<file path="config.mk">
export PLATFORM = sky130hd
export DESIGN_NAME = vga_scan_ctrl
export DESIGN_NICKNAME = d
export VERILOG_FILES = /design/src/rtl/vga_scan_ctrl.sv
export SDC_FILE = /design/constraint.sdc
export NUM_CORES = 1
export LEC_CHECK = 0
export BUFFER_PORTS_ARGS = -buffer_cell sky130_fd_sc_hd__buf_2
export CAP_MARGIN = 10
export CORE_MARGIN = 2
export CORE_UTILIZATION = 57
export DETAILED_ROUTE_END_ITERATION = 8
export PLACE_DENSITY = 0.79
export REMOVE_ABC_BUFFERS = 1
export SYNTH_ARGS = -nofsm -noshare
export SYNTH_HDL_FRONTEND = slang
export SYNTH_SLANG_ARGS = --single-unit
</file>
<file path="constraint.sdc">
create_clock -name mem_rd_clk -period 3.4 [get_ports mem_rd_clk]
set_input_delay 0.68 -clock mem_rd_clk [delete_from_list [all_inputs] [get_ports mem_rd_clk]]
set_output_delay 0.68 -clock mem_rd_clk [all_outputs]
set_load 0.02 [all_outputs]
</file>
<file path="src/rtl/vga_scan_ctrl.sv">
// vga_scan_ctrl: VGA raster scanner that reads a frame buffer and drives
// syncs, data enable and pixel data one clock after each buffer read.
//
// Ports:
//   mem_rd_clk    pixel clock (all logic on rising edge)
//   mem_rd_rst_n  asynchronous active-low reset
//   scan_en       request to scan frames
//   mem_raddr     buffer read address
//   mem_rd_en     buffer read enable
//   mem_rdata     buffer read data, valid one clock after mem_rd_en
//   vga_hsync     active-low horizontal sync (aligned to mem_rdata)
//   vga_vsync     active-low vertical sync (aligned to mem_rdata)
//   vga_de        active-high data enable (aligned to mem_rdata)
//   vga_data      pixel out, zero outside the active area
//   frame_done    one-clock pulse on the last clock of a frame
//
// Build option: define VGA_SCAN_PIXEL_DOUBLE_EN to show each buffer pixel
// as a 2x2 block (H_ACTIVE and V_ACTIVE must be even).

module vga_scan_ctrl #(
    parameter int unsigned H_ACTIVE   = 640,
    parameter int unsigned H_FP       = 16,
    parameter int unsigned H_SYNC     = 96,
    parameter int unsigned H_BP       = 48,
    parameter int unsigned V_ACTIVE   = 480,
    parameter int unsigned V_FP       = 10,
    parameter int unsigned V_SYNC     = 2,
    parameter int unsigned V_BP       = 33,
    parameter int unsigned DATA_WIDTH = 8,
    parameter int unsigned ADDR_WIDTH = 19
) (
    input  logic                  mem_rd_clk,
    input  logic                  mem_rd_rst_n,
    input  logic                  scan_en,
    output logic [ADDR_WIDTH-1:0] mem_raddr,
    output logic                  mem_rd_en,
    input  logic [DATA_WIDTH-1:0] mem_rdata,
    output logic                  vga_hsync,
    output logic                  vga_vsync,
    output logic                  vga_de,
    output logic [DATA_WIDTH-1:0] vga_data,
    output logic                  frame_done
);

    localparam int unsigned H_TOTAL = H_ACTIVE + H_FP + H_SYNC + H_BP;
    localparam int unsigned V_TOTAL = V_ACTIVE + V_FP + V_SYNC + V_BP;
    localparam int unsigned HW      = $clog2(H_TOTAL);
    localparam int unsigned VW      = $clog2(V_TOTAL);

    typedef enum logic [1:0] {IDLE, RUN, DRAIN} state_e;

    state_e                  state_q, state_d;
    logic [HW-1:0]           h_cnt_q, h_cnt_d;
    logic [VW-1:0]           v_cnt_q, v_cnt_d;
    logic [ADDR_WIDTH-1:0]   addr_q, addr_d, addr_next;
    logic                    rd_en_q, rd_en_d;
    logic                    frame_done_q, frame_done_d;
    logic                    hsync_q, vsync_q, de_q;
    logic                    scanning, h_end, frame_end, active, hs_raw, vs_raw;

    // Decode of the current raster position
    assign scanning  = (state_q != IDLE);
    assign h_end     = (h_cnt_q == HW'(H_TOTAL - 1));
    assign frame_end = h_end && (v_cnt_q == VW'(V_TOTAL - 1));
    assign active    = scanning && (h_cnt_q < HW'(H_ACTIVE)) && (v_cnt_q < VW'(V_ACTIVE));
    assign hs_raw    = !(scanning && (h_cnt_q >= HW'(H_ACTIVE + H_FP))
                                  && (h_cnt_q <= HW'(H_ACTIVE + H_FP + H_SYNC - 1)));
    assign vs_raw    = !(scanning && (v_cnt_q >= VW'(V_ACTIVE + V_FP))
                                  && (v_cnt_q <= VW'(V_ACTIVE + V_FP + V_SYNC - 1)));

    // Address advance for the pixel read this clock
    always_comb begin
        addr_next = addr_q;
`ifdef VGA_SCAN_PIXEL_DOUBLE_EN
        // Step on every odd pixel; the last pixel of an even line rewinds so
        // the following line re-reads the same buffer row.
        if (active && h_cnt_q[0]) begin
            if (!v_cnt_q[0] && (h_cnt_q == HW'(H_ACTIVE - 1)))
                addr_next = addr_q - ADDR_WIDTH'(H_ACTIVE / 2 - 1);
            else
                addr_next = addr_q + ADDR_WIDTH'(1);
        end
`else
        if (active)
            addr_next = addr_q + ADDR_WIDTH'(1);
`endif
    end

    // Next-state: FSM, counters, address and registered output decode
    always_comb begin
        state_d = state_q;
        h_cnt_d = h_cnt_q;
        v_cnt_d = v_cnt_q;
        addr_d  = addr_q;
        case (state_q)
            IDLE: begin
                if (scan_en)
                    state_d = RUN;
            end
            RUN, DRAIN: begin
                if (frame_end) begin
                    h_cnt_d = '0;
                    v_cnt_d = '0;
                    addr_d  = '0;
                    // A stop request landing on the last clock ends the scan here
                    state_d = (state_q == RUN && scan_en) ? RUN : IDLE;
                end else begin
                    h_cnt_d = h_end ? '0 : h_cnt_q + HW'(1);
                    if (h_end)
                        v_cnt_d = v_cnt_q + VW'(1);
                    addr_d  = addr_next;
                    state_d = scan_en ? RUN : DRAIN;
                end
            end
            default: begin
                state_d = IDLE;
                h_cnt_d = '0;
                v_cnt_d = '0;
                addr_d  = '0;
            end
        endcase

        rd_en_d      = (state_d != IDLE) && (h_cnt_d < HW'(H_ACTIVE))
                                         && (v_cnt_d < VW'(V_ACTIVE));
        frame_done_d = (state_d != IDLE) && (h_cnt_d == HW'(H_TOTAL - 1))
                                         && (v_cnt_d == VW'(V_TOTAL - 1));
    end

    // State and output registers
    always_ff @(posedge mem_rd_clk or negedge mem_rd_rst_n) begin
        if (!mem_rd_rst_n) begin
            state_q      <= IDLE;
            h_cnt_q      <= '0;
            v_cnt_q      <= '0;
            addr_q       <= '0;
            rd_en_q      <= 1'b0;
            frame_done_q <= 1'b0;
            hsync_q      <= 1'b1;
            vsync_q      <= 1'b1;
            de_q         <= 1'b0;
        end else begin
            state_q      <= state_d;
            h_cnt_q      <= h_cnt_d;
            v_cnt_q      <= v_cnt_d;
            addr_q       <= addr_d;
            rd_en_q      <= rd_en_d;
            frame_done_q <= frame_done_d;
            hsync_q      <= hs_raw;
            vsync_q      <= vs_raw;
            de_q         <= rd_en_q;
        end
    end

    assign mem_raddr  = addr_q;
    assign mem_rd_en  = rd_en_q;
    assign frame_done = frame_done_q;
    assign vga_hsync  = hsync_q;
    assign vga_vsync  = vsync_q;
    assign vga_de     = de_q;
    // Blank pixel data outside the delayed active window
    assign vga_data   = de_q ? mem_rdata : '0;

endmodule

</file>
==> qor.yml, run 1 <==
status: "complete, no violations"
start_kind: "flip-flop"
grt.total_usage_pct: 24.7
insertion_delay_ns: 0.30
detail_route.wl_per_cell_um: 15.3
root_buffer: "clkbuf_8"
grt_first_pass_wirelength_um: 10500
place_worst_setup_slack_ns: 0.685
netlist.top_cell.by_area: "dfrtp_1"
ctsHoldBuffers: 0
path_max_fanout: 7
worstHoldPathType: "reg -> reg"
cap_viol_max_count: 0
setup_slack_ns: 0.627
final.fill_count: 405
power_density_nw_per_um2: 613
firstDrtPassIters: 4
core_area_um2: 4750
drive_gt1_share_pct: 19.0
hold_viol_final: 0
max_freq_mhz: 361
ant_nets: 0
critical_path_class: "reg -> reg"
ys.flop_type: "dfrtp_1"
finalSetupViolations: 0
worst_slew_pin_slew_ns: 0.989
dp.cells: 412
drc_errors: 0
routed_wl_um: 6420
power.total_uw: 1950
dr_total_vias: 2469
die_area_um2: 5520
finalMaxSlewViolations: 0
synth_area_um2: 2820
fin_crit_sh_pct: 81.6
critPathArrivalTime_ns: 2.98
cts_sinks: 46
rows: 25
seq_area_frac_synth_pct: 40.9
dieWidth_um: 74.3
finalWeightedCongestion: 1.03
post-route-min-period_ns: 2.77
skew_ns: 0.00415
syn_to_final_growth_pct: 12.6
overflow: 0
rsz0062_at_grt: "no"
grt_pass1_vias: 2172
syn_avg_cell_area_um2: 8.89
dp_hpwl_um: 4640
synth_top_area_share_pct: 39.1
grt_max_degree: 47
io_buffers: 42
p_leak_uw: 0.00145
cts.htree.levels: 2
finalNetCount: 371
cts_setup_buffers: 0
start_util_pct: 59.3
clkSlewWorstSetupHoldPaths_ns: 0.09
synth_edf_count: 0
synth_area_leaders: "dfrtp_1 39%, nor2_1 4.4%, nand2_1 3.9%"
cts_buffers: 5
netlist_instances: 317
cts_tree: "built"
max-vdd-ir-drop_mv: 0.436
tns_ns: 0
antenna_found_initial: 0
ctsResizeCount: 0
diodes: 0
ys_warn_count: 0
dieHeight_um: 74.3
synth_cell_types: 56
async_flop_share_pct: 100
clk_path_buf_depth: 2
via_per_inst: 5.88
endpoint_kind: "flip-flop"
drtIter0Drc: 225
ios: 43
ys_ff_latch: 46
cp.required_ns: 3.61
slew_headroom_pct: 34.1
fin_cells: 420
## cells in the mapped netlist (all sizes together) (2+ instances only)
cell type and n:
o21a 3, a22oi 5, nor4b 3, o311a 2, dfrtp 44, a22o 2
dfstp 2, ha 8, clkbuf 13, nor4 7, and2 9, or3 2
a21oi 16, inv 12, nor2b 4, buf 6, nor3 10, nand2 29
xnor2 5, xor2 12, a31oi 6, nand3 15, and3 10, o311ai 3
nor2 33, o31ai 3, a211oi 3, and4 6, nand4 14, o211ai 2
o21ai 14
## through the flow
stage	hold WS, ns	area, µm²	utilization (%)
after global routing	0.411	3180	66.8
after global placement	0.358	3070	64.5
after CTS	0.402	3180	66.8
final	0.387	3180	66.8
after floorplan	0.384	2730	-
after detailed placement	0.375	3070	64.5
## placed cells by master (no fill, tap or decap), types with 6 or more instances in the layout
| master | synthesis | routed |
|---|---|---|
| a21oi_1 | 16 | 16 |
| nor2_1 | 33 | 33 |
| inv_1 | 12 | 12 |
| dfrtp_1 | 44 | 44 |
| nand4_1 | 14 | 14 |
| and2_1 | 9 | 9 |
| a31oi_1 | 6 | 6 |
| nor3_1 | 9 | 9 |
| and4_1 | 6 | 6 |
| o21ai_0 | 13 | 13 |
| ha_1 | 8 | 8 |
| nand3_1 | 14 | 14 |
| xor2_1 | 12 | 12 |
| and3_1 | 10 | 10 |
| buf_2 | 4 | 42 |
| nand2_1 | 29 | 29 |
## power by group
group | internal, µW | switching [µW]
sequential | 606 | 67.8
combinational | 278 | 585
clock | 219 | 190
total | 1100 | 843
## metal layers
| metal | share of wire [%] | track usage (%) | up-vias |
|---|---|---|---|
| li1 | - | - | 1217 |
| met3 | 6.6 | 6.37 | 8 |
| met5 | 0 | 0 | - |
| met1 | 48 | 35.6 | 1157 |
| met4 | 1.0 | 6.75 | 0 |
| met2 | 45 | 37.4 | 87 |
## flip-flops by register name, summed over array words and instances (netlist names)
register / cells
mem_raddr: 19
h_cnt_q: 10
v_cnt_q: 10
state_q: 2
frame_done: 1
mem_rd_en: 1
vga_de: 1
vga_hsync: 1
vga_vsync: 1
## worst max-delay path, cell delays in order (launching register included)
cell      delay, ns
dfrtp_1        0.43
ha_1           0.27
and4_1         0.29
a31oi_1        0.57
o211a_1        0.25
a211oi_1       0.08
nor4_1         0.36
nand4_1        0.16
nor4_2         0.27
## final timing paths
check                             start          to  slack, ns  cells after the start
max                          h_cnt_q[0]  frame_done       0.63                      8
min                           mem_rd_en      vga_de       0.39                      0
max reg2reg                  h_cnt_q[0]  frame_done       0.63                      8
min reg2reg                   mem_rd_en      vga_de       0.39                      0
max in group asynchronous  mem_rd_rst_n  h_cnt_q[1]       2.26                      1
min in group asynchronous  mem_rd_rst_n  h_cnt_q[5]       0.53                      1
## cells by family (layout without fill, tap and decap cells)
logic type | count (synthesis) | after routing | share of synthesized area (%)
AOI/OAI and AO/OA | 67 | 67 | 16.3
DFF | 46 | 46 | 40.9
buffers and inverters | 31 | 67 | 4.62
xor gates and xnor gates | 17 | 17 | 5.28
muxes | 1 | 1 | 0.355
and+or+nand+nor | 147 | 147 | 28.9
adders and majority gates | 8 | 8 | 3.55
## cell type report
class / instances / area, µm² / share of cell area, %
multi-input combinational: 240 / 1540 / 48.3
sequential: 46 / 1150 / 36.3
timing repair buffer: 47 / 248 / 7.80
tap: 67 / 83.8 / 2.64
clock buffer: 6 / 72.6 / 2.29
inverter: 12 / 45.0 / 1.42
clock inverter: 2 / 37.5 / 1.18
Note: power is estimated with default switching activity, not from simulation.
==> run 2: changes to the inputs <==
==> constraint.sdc (replaced) <==
create_clock -name mem_rd_clk -period 2.6 [get_ports mem_rd_clk]
set_input_delay 0.52 -clock mem_rd_clk [delete_from_list [all_inputs] [get_ports mem_rd_clk]]
set_output_delay 0.52 -clock mem_rd_clk [all_outputs]
set_load 0.02 [all_outputs]
==> run 2 against run 1 <==
  * Power grew 36%
  * First-iteration DRC count grew 12%
  * Utilization grew 3.4 points
  * Largest power group unchanged
==> qor.yml, run 2 (synthesis gave the netlist of run 1 again) <==
status: "complete, no violations"  # unchanged
tns_ns: 0  # unchanged
cts_buffers: 5  # unchanged
rsz0062_at_grt: "no"  # unchanged
start_kind: "flip-flop"  # unchanged
dr_total_vias: 2616  # was 2469
dp.cells: 426  # was 412
critPathSlowestCell: "or4_4"  # was a31oi_1
hold_viol_final: 0  # unchanged
dieWidth_um: 74.3  # unchanged
p_leak_uw: 0.00153  # was 0.00145 µW
antenna_found_initial: 0  # unchanged
critical_path_class: "reg -> reg"  # unchanged
grt_first_pass_wirelength_um: 11400  # was 10500 µm
dp_hpwl_um: 5170  # was 4640 µm
path_cells: "or3_4 -> or4_4 -> nand3_2 -> o311ai_4 -> nor4b_4 -> nand4_1 -> nor4_2"  # was ha_1 -> and4_1 -> a31oi_1 -> o211a_1 -> a211oi_1 -> nor4_1 -> nand4_1 -> nor4_2
dieHeight_um: 74.3  # unchanged
fin_cells: 436  # was 420
syn_to_final_growth_pct: 18.4  # was 12.6%
endpoint_kind: "flip-flop"  # unchanged
detail_route.wl_per_cell_um: 16.2  # was 15.3 µm
largest_reg_flops: 19  # unchanged
max-vdd-ir-drop_mv: 0.707  # was 0.436 mV
core_area_um2: 4750  # unchanged
worst_slew_pin_slew_ns: 0.574  # was 0.989 ns
cp.required_ns: 2.81  # was 3.61 ns
routed_wl_um: 7060  # was 6420 µm
max_stage_delay_ns: 0.56  # was 0.57 ns
rows: 25  # unchanged
cap_viol_max_count: 0  # unchanged
grt.total_usage_pct: 27.4  # was 24.7%
setup_slack_ns: 0.154  # was 0.627 ns
overflow: 0  # unchanged
critPathArrivalTime_ns: 2.65  # was 2.98 ns
hold_slack_ns: 0.294  # was 0.387 ns
ant_nets: 0  # unchanged
crit_family: "simple AND/OR/NAND/NOR gates"  # unchanged
drive_gt1_share_pct: 23.6  # was 19.0%
worst-path-buf-inv: 0  # unchanged
grt_max_degree: 47  # unchanged
start_util_pct: 59.3  # unchanged
worstHoldPathType: "in -> async"  # was reg -> reg
firstDrtPassIters: 5  # was 4
insertion_delay_ns: 0.30  # about the same
finalSetupViolations: 0  # unchanged
cts_sinks: 46  # unchanged
final_common_cell: "dfrtp_1"  # unchanged
drtIter0Drc: 252  # was 225
cts_tree: "built"  # unchanged
io_buffers: 42  # unchanged
die_area_um2: 5520  # unchanged
finalNetCount: 387  # was 371
ios: 43  # unchanged
max_freq_mhz: 409  # was 361 MHz
root_buffer: "clkbuf_8"  # unchanged
finalWeightedCongestion: 0.916  # was 1.03
grt_pass1_vias: 2345  # was 2172
clkSlewWorstSetupHoldPaths_ns: 0.08  # was 0.09 ns
fin_crit_sh_pct: 94.1  # was 81.6%
skew_ns: 0.00856  # was 0.00415 ns
final_cell_mix: "43 x dfrtp_1, 42 x buf_2, 33 x nor2_1, 29 x nand2_1, 21 x buf_4"  # was 44 x dfrtp_1, 42 x buf_2, 33 x nor2_1, 29 x nand2_1, 16 x a21oi_1
post-route-min-period_ns: 2.45  # was 2.77 ns
power_density_nw_per_um2: 795  # was 613 nW/µm²
clk_path_buf_depth: 2  # unchanged
slew_headroom_pct: 61.7  # was 34.1%
drc_errors: 0  # unchanged
path_max_fanout: 5  # was 7
diodes: 0  # unchanged
finalMaxSlewViolations: 0  # unchanged
cts.htree.levels: 2  # unchanged
place_worst_setup_slack_ns: 0.0675  # was 0.685 ns
via_per_inst: 6.00  # was 5.88
-- run 2: area by class of cell --
class	instances	area (µm²)
multi-input combinational	240	1580
sequential	46	1150
inverter	12	45.0
clock buffer	6	72.6
fill	393	1420
timing repair buffer	63	368
tap	67	83.8
clock inverter	2	37.5
-- run 2: per-layer routing --
layer,vias to the layer above,routed length [µm],track usage (%)
met2,113,3290,41.2
li1,1241,-,-
met3,18,504,7.05
met4,0,155,8.93
met1,1244,3120,39.0
met5,-,0,0
-- run 2: power breakdown --
group          total (µW)  internal (µW)  switching [µW]  leakage [µW]
clock                 529            287             242     0.0000514
sequential            871            793            78.0      0.000620
combinational        1250            441             812      0.000858
-- run 2: what timing repair did --
item / 4_1_cts / 5_1_grt
hold buffers: 0 / 0
resized for setup: 0 / 8
setup endpoints to repair: 0 / 3
setup buffers: 0 / 2
-- run 2: path summary, 6_finish.rpt --
path / cells past startpoint / slack [ns] / startpoint / to
max: 7 / 0.15 / h_cnt_q[5] / frame_done
max reg2reg: 7 / 0.15 / h_cnt_q[5] / frame_done
min reg2reg: 0 / 0.38 / mem_rd_en / vga_de
min in group mem_rd_clk: 0 / 0.38 / mem_rd_en / vga_de
min: 2 / 0.29 / mem_rd_rst_n / h_cnt_q[6]
max in group asynchronous: 2 / 1.87 / mem_rd_rst_n / h_cnt_q[1]
-- run 2: metrics by stage --
stage	cell area [µm²]	util, %	power (µW)
after CTS	3280	69.0	2610
after global placement	3170	66.7	2050
final	3340	70.2	2650
after floorplan	2730	-	1620
after global routing	3340	70.2	2840
after detailed placement	3170	66.7	2080
